$ cat config.mk
export PLATFORM = sky130hd
export DESIGN_NAME = fp_norm_round_pipe_flat
export DESIGN_NICKNAME = d
export VERILOG_FILES = /design/src/rtl/fp_norm_round_pipe_if.sv /design/src/rtl/fp_norm_round_pipe.sv /design/src/flat_wrapper.sv
export SDC_FILE = /design/constraint.sdc
export NUM_CORES = 1
export LEC_CHECK = 0
export ABC_AREA = 1
export CORE_MARGIN = 1.5
export CORE_UTILIZATION = 33
export DETAILED_ROUTE_END_ITERATION = 6
export MAX_ROUTING_LAYER = met4
export PLACE_DENSITY = 0.5
export SYNTH_ARGS = -nofsm -noshare
export SYNTH_HDL_FRONTEND = slang
export SYNTH_SLANG_ARGS = --single-unit
$ cat constraint.sdc
create_clock -name clk -period 8.9 [get_ports clk]
set_clock_uncertainty 0.1 [all_clocks]
set_input_delay 1.335 -clock clk [delete_from_list [all_inputs] [get_ports clk]]
set_output_delay 1.335 -clock clk [all_outputs]
set_load 0.1 [all_outputs]
$ cat src/rtl/fp_norm_round_pipe_if.sv
// ---------------------------------------------------------------------------
// fp_norm_round_pipe_if
// Bundles the upstream (in_*) and downstream (out_*) handshake/data signals
// of the normalise/round pipeline.
//
// Handshake semantics (both sides): a beat transfers on a rising clock edge
// where valid & ready are both high. A producer holding valid high keeps its
// data stable until that transfer; ready may depend combinationally on the
// consumer's own downstream ready.
//
// Signals:
//   in_valid/in_ready          upstream handshake
//   in_sign, in_exp, in_mant   raw add/sub result (carry, hidden, frac, G, R, S)
//   in_rm                      rounding mode 0=RNE 1=RTZ 2=RUP 3=RDN
//   out_valid/out_ready        downstream handshake
//   out_result                 packed {sign, exp, frac}
//   out_overflow/underflow/inexact/zero  result flags
// Modports:
//   master  - drives the beat in and accepts results (upstream + downstream)
//   slave   - the pipeline itself
// ---------------------------------------------------------------------------
interface fp_norm_round_pipe_if #(
    parameter int EXP_W = 8,
    parameter int MAN_W = 23
);
    logic                   in_valid;
    logic                   in_ready;
    logic                   in_sign;
    logic [EXP_W-1:0]       in_exp;
    logic [MAN_W+4:0]       in_mant;
    logic [1:0]             in_rm;
    logic                   out_valid;
    logic                   out_ready;
    logic [EXP_W+MAN_W:0]   out_result;
    logic                   out_overflow;
    logic                   out_underflow;
    logic                   out_inexact;
    logic                   out_zero;

    modport master (
        output in_valid, in_sign, in_exp, in_mant, in_rm, out_ready,
        input  in_ready, out_valid, out_result, out_overflow, out_underflow,
               out_inexact, out_zero
    );

    modport slave (
        input  in_valid, in_sign, in_exp, in_mant, in_rm, out_ready,
        output in_ready, out_valid, out_result, out_overflow, out_underflow,
               out_inexact, out_zero
    );
endinterface

$ cat src/rtl/fp_norm_round_pipe.sv
// ---------------------------------------------------------------------------
// fp_norm_round_pipe
// Two-stage floating-point normaliser and rounder placed after the adder's
// add/sub stage. Stage 1 normalises (right shift on carry, leading-zero left
// shift otherwise, zero/underflow detection). Stage 2 rounds under the beat's
// own rounding mode, handles overflow and packs {sign, exp, frac} + flags.
//
// Ports:
//   clk    rising-edge clock
//   rst_n  synchronous active-low reset (drops in-flight beats, clears outputs)
//   bus    fp_norm_round_pipe_if.slave (upstream and downstream handshakes)
// ---------------------------------------------------------------------------
module fp_norm_round_pipe #(
    parameter int EXP_W = 8,
    parameter int MAN_W = 23
) (
    input  logic                  clk,
    input  logic                  rst_n,
    fp_norm_round_pipe_if.slave   bus
);
    localparam int MW  = MAN_W + 5;           // raw mantissa width
    localparam int NW  = MAN_W + 4;           // normalised mantissa width
    localparam int XW  = EXP_W + 1;           // internal exponent width
    localparam int LZW = $clog2(MAN_W + 4);   // holds lz up to MAN_W+3

    localparam logic [XW-1:0] EXP_OVF = {1'b0, {EXP_W{1'b1}}};

    // ---------------- pipeline registers ----------------
    logic                 s1_valid_q;
    logic                 s1_sign_q;
    logic [1:0]           s1_rm_q;
    logic [XW-1:0]        s1_exp_q;
    logic [NW-1:0]        s1_mant_q;
    logic                 s1_zero_q;
    logic                 s1_uf_q;

    logic                 out_valid_q;
    logic [EXP_W+MAN_W:0] out_result_q;
    logic                 out_overflow_q;
    logic                 out_underflow_q;
    logic                 out_inexact_q;
    logic                 out_zero_q;

    logic s2_adv;
    logic s1_adv;

    assign s2_adv       = !out_valid_q || bus.out_ready;
    assign s1_adv       = !s1_valid_q || s2_adv;
    assign bus.in_ready = s1_adv;

    // ---------------- stage 1: normalise ----------------
    logic                 carry;
    logic                 mant_zero;
    logic [LZW-1:0]       lz;
    logic                 uf_d;
    logic                 zero_d;
    logic [NW-1:0]        mant_d;
    logic [XW-1:0]        exp_d;

    always_comb begin
        carry     = bus.in_mant[MW-1];
        mant_zero = (bus.in_mant == '0);

        // Leading zeros over [MAN_W+3:1]; ascending scan so the highest set
        // bit wins. All-zero field gives MAN_W+3 (only S may be set).
        lz = LZW'(MAN_W + 3);
        for (int j = 1; j <= MAN_W + 3; j++) begin
            if (bus.in_mant[j]) begin
                lz = LZW'(MAN_W + 3 - j);
            end
        end

        uf_d = !carry && !mant_zero &&
               ({{(32-EXP_W){1'b0}}, bus.in_exp} <= {{(32-LZW){1'b0}}, lz});
        zero_d = mant_zero || uf_d;

        if (carry) begin
            // R moves into the sticky slot and S is shifted out, so both OR in.
            mant_d = {bus.in_mant[MW-1:2], bus.in_mant[1] | bus.in_mant[0]};
            exp_d  = {1'b0, bus.in_exp} + XW'(1);
        end else begin
            mant_d = bus.in_mant[NW-1:0] << lz;
            exp_d  = {1'b0, bus.in_exp} - XW'(lz);
        end

        if (zero_d) begin
            mant_d = '0;
            exp_d  = '0;
        end
    end

    // ---------------- stage 2: round and pack ----------------
    logic [MAN_W-1:0]     frac;
    logic                 g_bit;
    logic                 rs_bit;
    logic                 inexact_r;
    logic                 round_up;
    logic                 frac_cout;
    logic [MAN_W-1:0]     frac_r;
    logic [XW-1:0]        exp_r;
    logic                 to_inf;
    logic [EXP_W+MAN_W:0] result_d;
    logic                 ovf_d;
    logic                 unf_d;
    logic                 inx_d;
    logic                 zro_d;

    always_comb begin
        frac      = s1_mant_q[NW-2:3];
        g_bit     = s1_mant_q[2];
        rs_bit    = s1_mant_q[1] | s1_mant_q[0];
        inexact_r = g_bit | rs_bit;

        case (s1_rm_q)
            2'd0:    round_up = g_bit & (rs_bit | frac[0]);
            2'd1:    round_up = 1'b0;
            2'd2:    round_up = inexact_r & !s1_sign_q;
            default: round_up = inexact_r & s1_sign_q;
        endcase

        {frac_cout, frac_r} = {1'b0, frac} + (MAN_W+1)'(round_up);
        exp_r = s1_exp_q + XW'(frac_cout);

        to_inf = (s1_rm_q == 2'd0) ||
                 (s1_rm_q == 2'd2 && !s1_sign_q) ||
                 (s1_rm_q == 2'd3 && s1_sign_q);

        result_d = {s1_sign_q, exp_r[EXP_W-1:0], frac_r};
        ovf_d    = 1'b0;
        unf_d    = 1'b0;
        inx_d    = inexact_r;
        zro_d    = 1'b0;

        if (s1_zero_q) begin
            result_d = {s1_sign_q, {(EXP_W+MAN_W){1'b0}}};
            unf_d    = s1_uf_q;
            inx_d    = s1_uf_q;
            zro_d    = 1'b1;
        end else if (exp_r >= EXP_OVF) begin
            ovf_d = 1'b1;
            inx_d = 1'b1;
            if (to_inf) begin
                result_d = {s1_sign_q, {EXP_W{1'b1}}, {MAN_W{1'b0}}};
            end else begin
                result_d = {s1_sign_q, {(EXP_W-1){1'b1}}, 1'b0, {MAN_W{1'b1}}};
            end
        end
    end

    // ---------------- registers ----------------
    always_ff @(posedge clk) begin
        if (!rst_n) begin
            s1_valid_q      <= 1'b0;
            s1_sign_q       <= 1'b0;
            s1_rm_q         <= '0;
            s1_exp_q        <= '0;
            s1_mant_q       <= '0;
            s1_zero_q       <= 1'b0;
            s1_uf_q         <= 1'b0;
            out_valid_q     <= 1'b0;
            out_result_q    <= '0;
            out_overflow_q  <= 1'b0;
            out_underflow_q <= 1'b0;
            out_inexact_q   <= 1'b0;
            out_zero_q      <= 1'b0;
        end else begin
            if (s1_adv) begin
                s1_valid_q <= bus.in_valid;
                if (bus.in_valid) begin
                    s1_sign_q <= bus.in_sign;
                    s1_rm_q   <= bus.in_rm;
                    s1_exp_q  <= exp_d;
                    s1_mant_q <= mant_d;
                    s1_zero_q <= zero_d;
                    s1_uf_q   <= uf_d;
                end
            end
            if (s2_adv) begin
                out_valid_q <= s1_valid_q;
                if (s1_valid_q) begin
                    out_result_q    <= result_d;
                    out_overflow_q  <= ovf_d;
                    out_underflow_q <= unf_d;
                    out_inexact_q   <= inx_d;
                    out_zero_q      <= zro_d;
                end
            end
        end
    end

    assign bus.out_valid     = out_valid_q;
    assign bus.out_result    = out_result_q;
    assign bus.out_overflow  = out_overflow_q;
    assign bus.out_underflow = out_underflow_q;
    assign bus.out_inexact   = out_inexact_q;
    assign bus.out_zero      = out_zero_q;
endmodule
$ cat src/flat_wrapper.sv
// flat-port wrapper written by rule: the top's interface ports become plain ports
module fp_norm_round_pipe_flat 
#(
    parameter int EXP_W = 8,
    parameter int MAN_W = 23
)
  (clk, rst_n, bus_in_valid, bus_in_sign, bus_in_exp, bus_in_mant, bus_in_rm, bus_out_ready, bus_in_ready, bus_out_valid, bus_out_result, bus_out_overflow, bus_out_underflow, bus_out_inexact, bus_out_zero);
  fp_norm_round_pipe_if #(.EXP_W(EXP_W), .MAN_W(MAN_W)) bus_i ();
  input  logic clk;
  input  logic rst_n;
  input wire logic [$bits(bus_i.in_valid)-1:0] bus_in_valid;
  input wire logic [$bits(bus_i.in_sign)-1:0] bus_in_sign;
  input wire logic [$bits(bus_i.in_exp)-1:0] bus_in_exp;
  input wire logic [$bits(bus_i.in_mant)-1:0] bus_in_mant;
  input wire logic [$bits(bus_i.in_rm)-1:0] bus_in_rm;
  input wire logic [$bits(bus_i.out_ready)-1:0] bus_out_ready;
  output wire logic [$bits(bus_i.in_ready)-1:0] bus_in_ready;
  output wire logic [$bits(bus_i.out_valid)-1:0] bus_out_valid;
  output wire logic [$bits(bus_i.out_result)-1:0] bus_out_result;
  output wire logic [$bits(bus_i.out_overflow)-1:0] bus_out_overflow;
  output wire logic [$bits(bus_i.out_underflow)-1:0] bus_out_underflow;
  output wire logic [$bits(bus_i.out_inexact)-1:0] bus_out_inexact;
  output wire logic [$bits(bus_i.out_zero)-1:0] bus_out_zero;
  assign bus_i.in_valid = bus_in_valid;
  assign bus_i.in_sign = bus_in_sign;
  assign bus_i.in_exp = bus_in_exp;
  assign bus_i.in_mant = bus_in_mant;
  assign bus_i.in_rm = bus_in_rm;
  assign bus_i.out_ready = bus_out_ready;
  assign bus_in_ready = bus_i.in_ready;
  assign bus_out_valid = bus_i.out_valid;
  assign bus_out_result = bus_i.out_result;
  assign bus_out_overflow = bus_i.out_overflow;
  assign bus_out_underflow = bus_i.out_underflow;
  assign bus_out_inexact = bus_i.out_inexact;
  assign bus_out_zero = bus_i.out_zero;
  fp_norm_round_pipe #(.EXP_W(EXP_W), .MAN_W(MAN_W)) u_core (.clk(clk), .rst_n(rst_n), .bus(bus_i));
endmodule
; Yosys cells after proc, flatten, opt, wreduce, memory -nomap -nowiden
; Cells that the tools add are included.
[op_classes]
bitwise_logic = 7
n_shift = 1
n_lt_le_gt_ge = 2
addsub = 4
n_mux = 40
n_reduce_logical = 18
eq_ne = 3
[op_table]
columns = operator, n
row1 = $mux W5, 16
row2 = $mux W31, 2
row3 = $mux W26, 2
row4 = $mux W4, 8
row5 = $logic_not A28 Y1, 1
row6 = $shl A27 B5 Y26, 1
row7 = $add A23 B1 Y24, 1
row8 = $mux W24, 1
row9 = $mux W9, 2
row10 = $add A8 B1 Y9 const B, 1
row11 = $add A9 B1 Y9, 1
row12 = $ge A9 B8 Y1 const B, 1
row13 = $sub A8 B5 Y9, 1
row14 = $le A8 B5 Y1, 1
row15 = $mux W1, 6
row16 = $logic_not A1 Y1, 5
row17 = $logic_or A1 B1 Y1, 5
row18 = $eq A2 B2 Y1 const B, 2
row19 = $logic_and A1 B1 Y1, 4
row20 = $mux W2, 2
row21 = $or A1 B1 Y1, 4
row22 = $reduce_and A2 Y1, 2
row23 = $and A1 B1 Y1, 3
row24 = $pmux W1 S3, 1
row25 = other kinds (2), 2
[word_totals]
inputBits = 43
elab_cells = 88
ff_bits = 78
output_inout_bits = 38

; Longest topological paths before layout
[logic_depth]
word_depth = 30
mapped_depth = 40

; Worst setup path before layout
; OpenSTA, ideal clock, no wires.
[synth_path]
kind = input to register
from = input port bus_in_mant[3]
to = register u_core.s1_mant_q[25]
n_path_buf = 3
setup_slack_ns = 4.187
arrival_time_ns = 4.542
stages = 39
cell_sequence = inv_1 -> nand2_1 -> nand2_1 -> nand2_1 -> nand2_1 -> nand2_1 -> nand2_1 -> nand2_1 -> nand2_1 -> nand2_1 -> nand2_1 -> nand2_1 -> nand2_1 -> nand2_1 -> nand2_1 -> nand2_1 -> nand2_1 -> nand2_1 -> [3 not listed] -> nand2_1 -> nand2_2 -> nand2_2 -> buf_6 -> buf_6 -> ha_1 -> o21ai_0 -> nand3_1 -> nand2_1 -> o21ai_0 -> nand3_1 -> nand2_1 -> nor2_1 -> clkinv_1 -> clkbuf_1 -> a21oi_1 -> nand2_1 -> a21oi_1
[synth_via]
elab_chain_cells = 28
[synth_lines]
columns = element, line
row1 = start: declaration, flat_wrapper.sv:14  ; input wire logic [$bits(bus_i.in_mant)-1:0] bus_in_mant;
row2 = $mux W4 (8 in a row), fp_norm_round_pipe.sv:68  ; if (bus.in_mant[j]) begin
row3 = $mux W5 (16 in a row), fp_norm_round_pipe.sv:68
row4 = $le A8 B5 Y1, fp_norm_round_pipe.sv:74  ; ({{(32-EXP_W){1'b0}}, bus.in_exp} <= {{(32-LZW){1'b0}}, lz});
row5 = $logic_and A1 B1 Y1, fp_norm_round_pipe.sv:73  ; uf_d = !carry && !mant_zero &&
row6 = $logic_or A1 B1 Y1, fp_norm_round_pipe.sv:75  ; zero_d = mant_zero || uf_d;
row7 = $mux W26 (*), fp_norm_round_pipe.sv:86  ; if (zero_d) begin
row8 = end signal: assignment, fp_norm_round_pipe.sv:173  ; s1_mant_q <= mant_d;
row9 = end: declaration, fp_norm_round_pipe.sv:33  ; logic [NW-1:0] s1_mant_q;
; Every way passes the cells marked *; elsewhere a longest branch is shown, timed or not.
; A chain may end at the register's enable or synchronous reset.

; Worst setup path after layout
[layout_path]
from = input port bus_in_mant[13]
to = register u_core.s1_mant_q[18]
[layout_via]
elab_chain_cells = 18
[layout_lines]
columns = element, line
row1 = $mux W5 (14 in a row), fp_norm_round_pipe.sv:68
row2 = $le A8 B5 Y1, fp_norm_round_pipe.sv:74
row3 = $logic_and A1 B1 Y1, fp_norm_round_pipe.sv:73
row4 = $logic_or A1 B1 Y1, fp_norm_round_pipe.sv:75
row5 = $mux W26 (*), fp_norm_round_pipe.sv:86
; Marks and branches as above.

==> metrics.cfg <==
[status]
status=completed

[timing]
max_slew_margin_pct=33.7
tightest_slew_ns=0.988
rsz0062_at_grt=no
finalHoldViolations=0
clock.fmax_ghz=0.170
fin_tns_setup_ns=0
period_share_pct=66.0
slew_viol_final=0
setup_viol=0
finalCriticalPeriod_ns=5.88

[yosys]
yosys_warnings=0
synth_top_cell_by_area=dfxtp_1
post_synth_num_cell_types=36
async_flop_share_pct=0
syn_avg_cell_area_um2=5.89
synth_seq_cells=78
yosysSeqAreaShare_pct=27.5
synth_ff_type=dfxtp_1
synthTopCellsByArea=dfxtp_1 27%, nand2_1 20%, nand3_1 9.7%
syn-num-nets=1020
synth_edf_count=0
synth_top_cell_area_share_pct=27.5
synth_cells=965
synth_area_um2=5690

[clock_network]
clock_path_buffers=2
cts_setup_buffers=0
cts-hold-fix-buffers=0
root_buffer=clkbuf_16
cts_max_level=3
clock_latency_ns=0.34
cts_resized=0
cts_tree=yes
cts.sinks=78
cts_made_buffers=9
clk_pin_slew_ns=0.05

[layout]
drive_gt1_share_pct=3.52
fill_cells=1883
final_cell_area_um2=6950
layout.nets=1074
seq_area_um2=1560
antennaDiodeCount=0
layout_commonest_cell=nand2_1
layout_common_cells=302 x nand2_1, 110 x nand3_1, 109 x a21oi_1
post-route-util_pct=41.6
multi_input_area_um2=3560
area_delta_synth_final_pct=22.2

[pwr]
power_density_nw_per_um2=147
power_leakage_nw=2.93
ir_worst_vdd_mv=0.0765

[global_routing]
grt_pass1_wl_um=31000
use_met3_pct=2.34
grt_usage_pct=22.2
met1_usage_pct=32.0
grt-ovfl-total=0
grt_use_met2_pct=32.3
grt_max_degree=48
grt_pass1_vias=5846
grt_busiest_layer=met2
antenna_found_initial=0

[worst_setup_path]
cp_max_fo=25
slowest_delay_ns=0.76
endpoint_kind=register
start_kind=primary input
critPathTopFamily=buffers and inverters
rrSetupSlack_ns=3.38
cp.depth=21
crit_path_start=bus_in_mant[13]
critPathArrivalTime_ns=6.01
crit_type=in -> reg
rr_endpoint=u_core.bus.out_result[21]$_SDFFE_PN0P_
worstSetupEndpoint=u_core.s1_mant_q[18]$_SDFFE_PN0P_
cp_common_cell=o21ai_0
path_cells=clkdlybuf4s50_1 -> nor2_1 -> inv_1 -> nor2_1 -> o21ai_0 -> a21oi_1 -> nor2_2 -> inv_2 -> ha_1 -> nand2_1 -> o21ai_0 -> nand3_1 -> nand2_1 -> o21ai_0 -> nand3_1 -> nand2_1 -> nor2_1 -> clkinv_1 -> a21oi_1 -> o21ai_0 -> a21oi_1
required_ns=9.03
rr_worst_depth=34
critical_path_buf_inv_count=4
timing.rr.start=u_core.s1_rm_q[1]$_SDFFE_PN0P_
cpMaxStageDelayCell=nor2_2

[place]
dp_hpwl_um=14700
portBuffers=80
routabilityCongestion=0.962
dpl_cell_area_um2=6640

[detailed_routing]
vias_per_cell=5.06
drtIter0Drc=409
postRouteAntennaNets=0
wirelength_um=19000
via_count=6289
wl_per_cell_um=15.3
drt_pass1_iterations=5
drc=0

[floorplan]
fp.dieW_um=134
initial_core_util_pct=34.0
rows=47
fp.dieH_um=134
die-area_um2=18000
core_um2=16700
ios=81

[hold_path]
min_from=u_core.bus.out_result[20]$_SDFFE_PN0P_
min_path_type=reg -> reg

[flow_run]
cap_violations=0

tightest hold or removal path, delay by kind of cell, from the launching register on:
kind	cells	cell delay, ns
and+or+nand+nor	1	0.06
DFF	1	0.30
AOI/OAI and AO/OA	1	0.05
report_power, final:
part	internal [mW]	switching [mW]	leakage, nW
combinational	0.0851	0.181	2.14
clock	0.232	0.139	0.144
sequential	0.368	0.0169	0.638
total	0.685	0.337	2.93
Yosys cell counts (3+ instances only):
| library cell | n |
|---|---|
| nand2_1 | 302 |
| nand3_1 | 110 |
| a21oi_1 | 109 |
| inv_1 | 91 |
| dfxtp_1 | 78 |
| o21ai_0 | 62 |
| nor2_1 | 54 |
| clkbuf_1 | 39 |
| o211ai_1 | 24 |
| xor2_1 | 12 |
| ha_1 | 11 |
| nor3_1 | 10 |
| nand4_1 | 8 |
| a31oi_1 | 7 |
| o21ai_1 | 7 |
| o31ai_1 | 4 |
| buf_1 | 3 |
| buf_2 | 3 |
| buf_6 | 3 |
| clkinv_1 | 3 |
| nand3b_1 | 3 |
| nor4_1 | 3 |
how the worst min path moves through the flow:
stage,cells past startpoint,to,slack [ns]
4_1_cts,2,u_core.bus.out_result[12]$_SDFFE_PN0P_,0.36
2_1_floorplan,2,u_core.s1_mant_q[6]$_SDFFE_PN0P_,0.35
3_3_place_gp,2,u_core.bus.out_underflow$_SDFFE_PN0P_,0.35
5_1_grt,2,u_core.bus.out_overflow$_SDFFE_PN0P_,0.39
3_5_place_dp,2,u_core.bus.out_result[12]$_SDFFE_PN0P_,0.36
6_report,2,u_core.bus.out_result[20]$_SDFFE_PN0P_,0.36
layout make-up:
class	count	area share (%)
multi-input combinational	743	51.2
sequential	78	22.5
timing repair buffer	91	12.7
inverter	96	5.18
tap	220	3.96
clock buffer	11	3.64
clock inverter	5	0.828
layer usage:
layer / vias up / routed length [um]
met1: 2758 / 9650
met2: 186 / 8030
met5: - / 0
met3: 27 / 919
met4: 0 / 373
li1: 3318 / -
metrics by stage:
step	power, mW	hold slack, ns	instances	setup WS, ns
floorplan	0.571	0.345	965	4.19
global placement	0.660	0.354	1228	2.73
detailed placement	0.657	0.355	1228	2.76
CTS	1.03	0.365	1244	3.09
global route	1.08	0.385	1244	2.47
finish	1.02	0.361	1244	3.02
cell families after synthesis:
group / share of synthesized area (%)
AND/OR/NAND/NOR: 36.1
AO/OA/AOI/OAI: 21.5
buffers and inverters: 9.97
flip-flops: 27.5
XOR/XNOR: 2.16
adder cells (fa/ha/maj): 2.77
sequential cells by signal, indices dropped and copies added (netlist names):
register and count:
u_core.bus.out_result 32, u_core.s1_mant_q 26, u_core.s1_exp_q 9, u_core.s1_rm_q 2, u_core.bus.out_inexact 1, u_core.bus.out_overflow 1, u_core.bus.out_underflow 1, u_core.bus.out_valid 1
u_core.bus.out_zero 1, u_core.s1_sign_q 1, u_core.s1_uf_q 1, u_core.s1_valid_q 1, u_core.s1_zero_q 1
No activity file was read; power rests on OpenSTA's default activity.
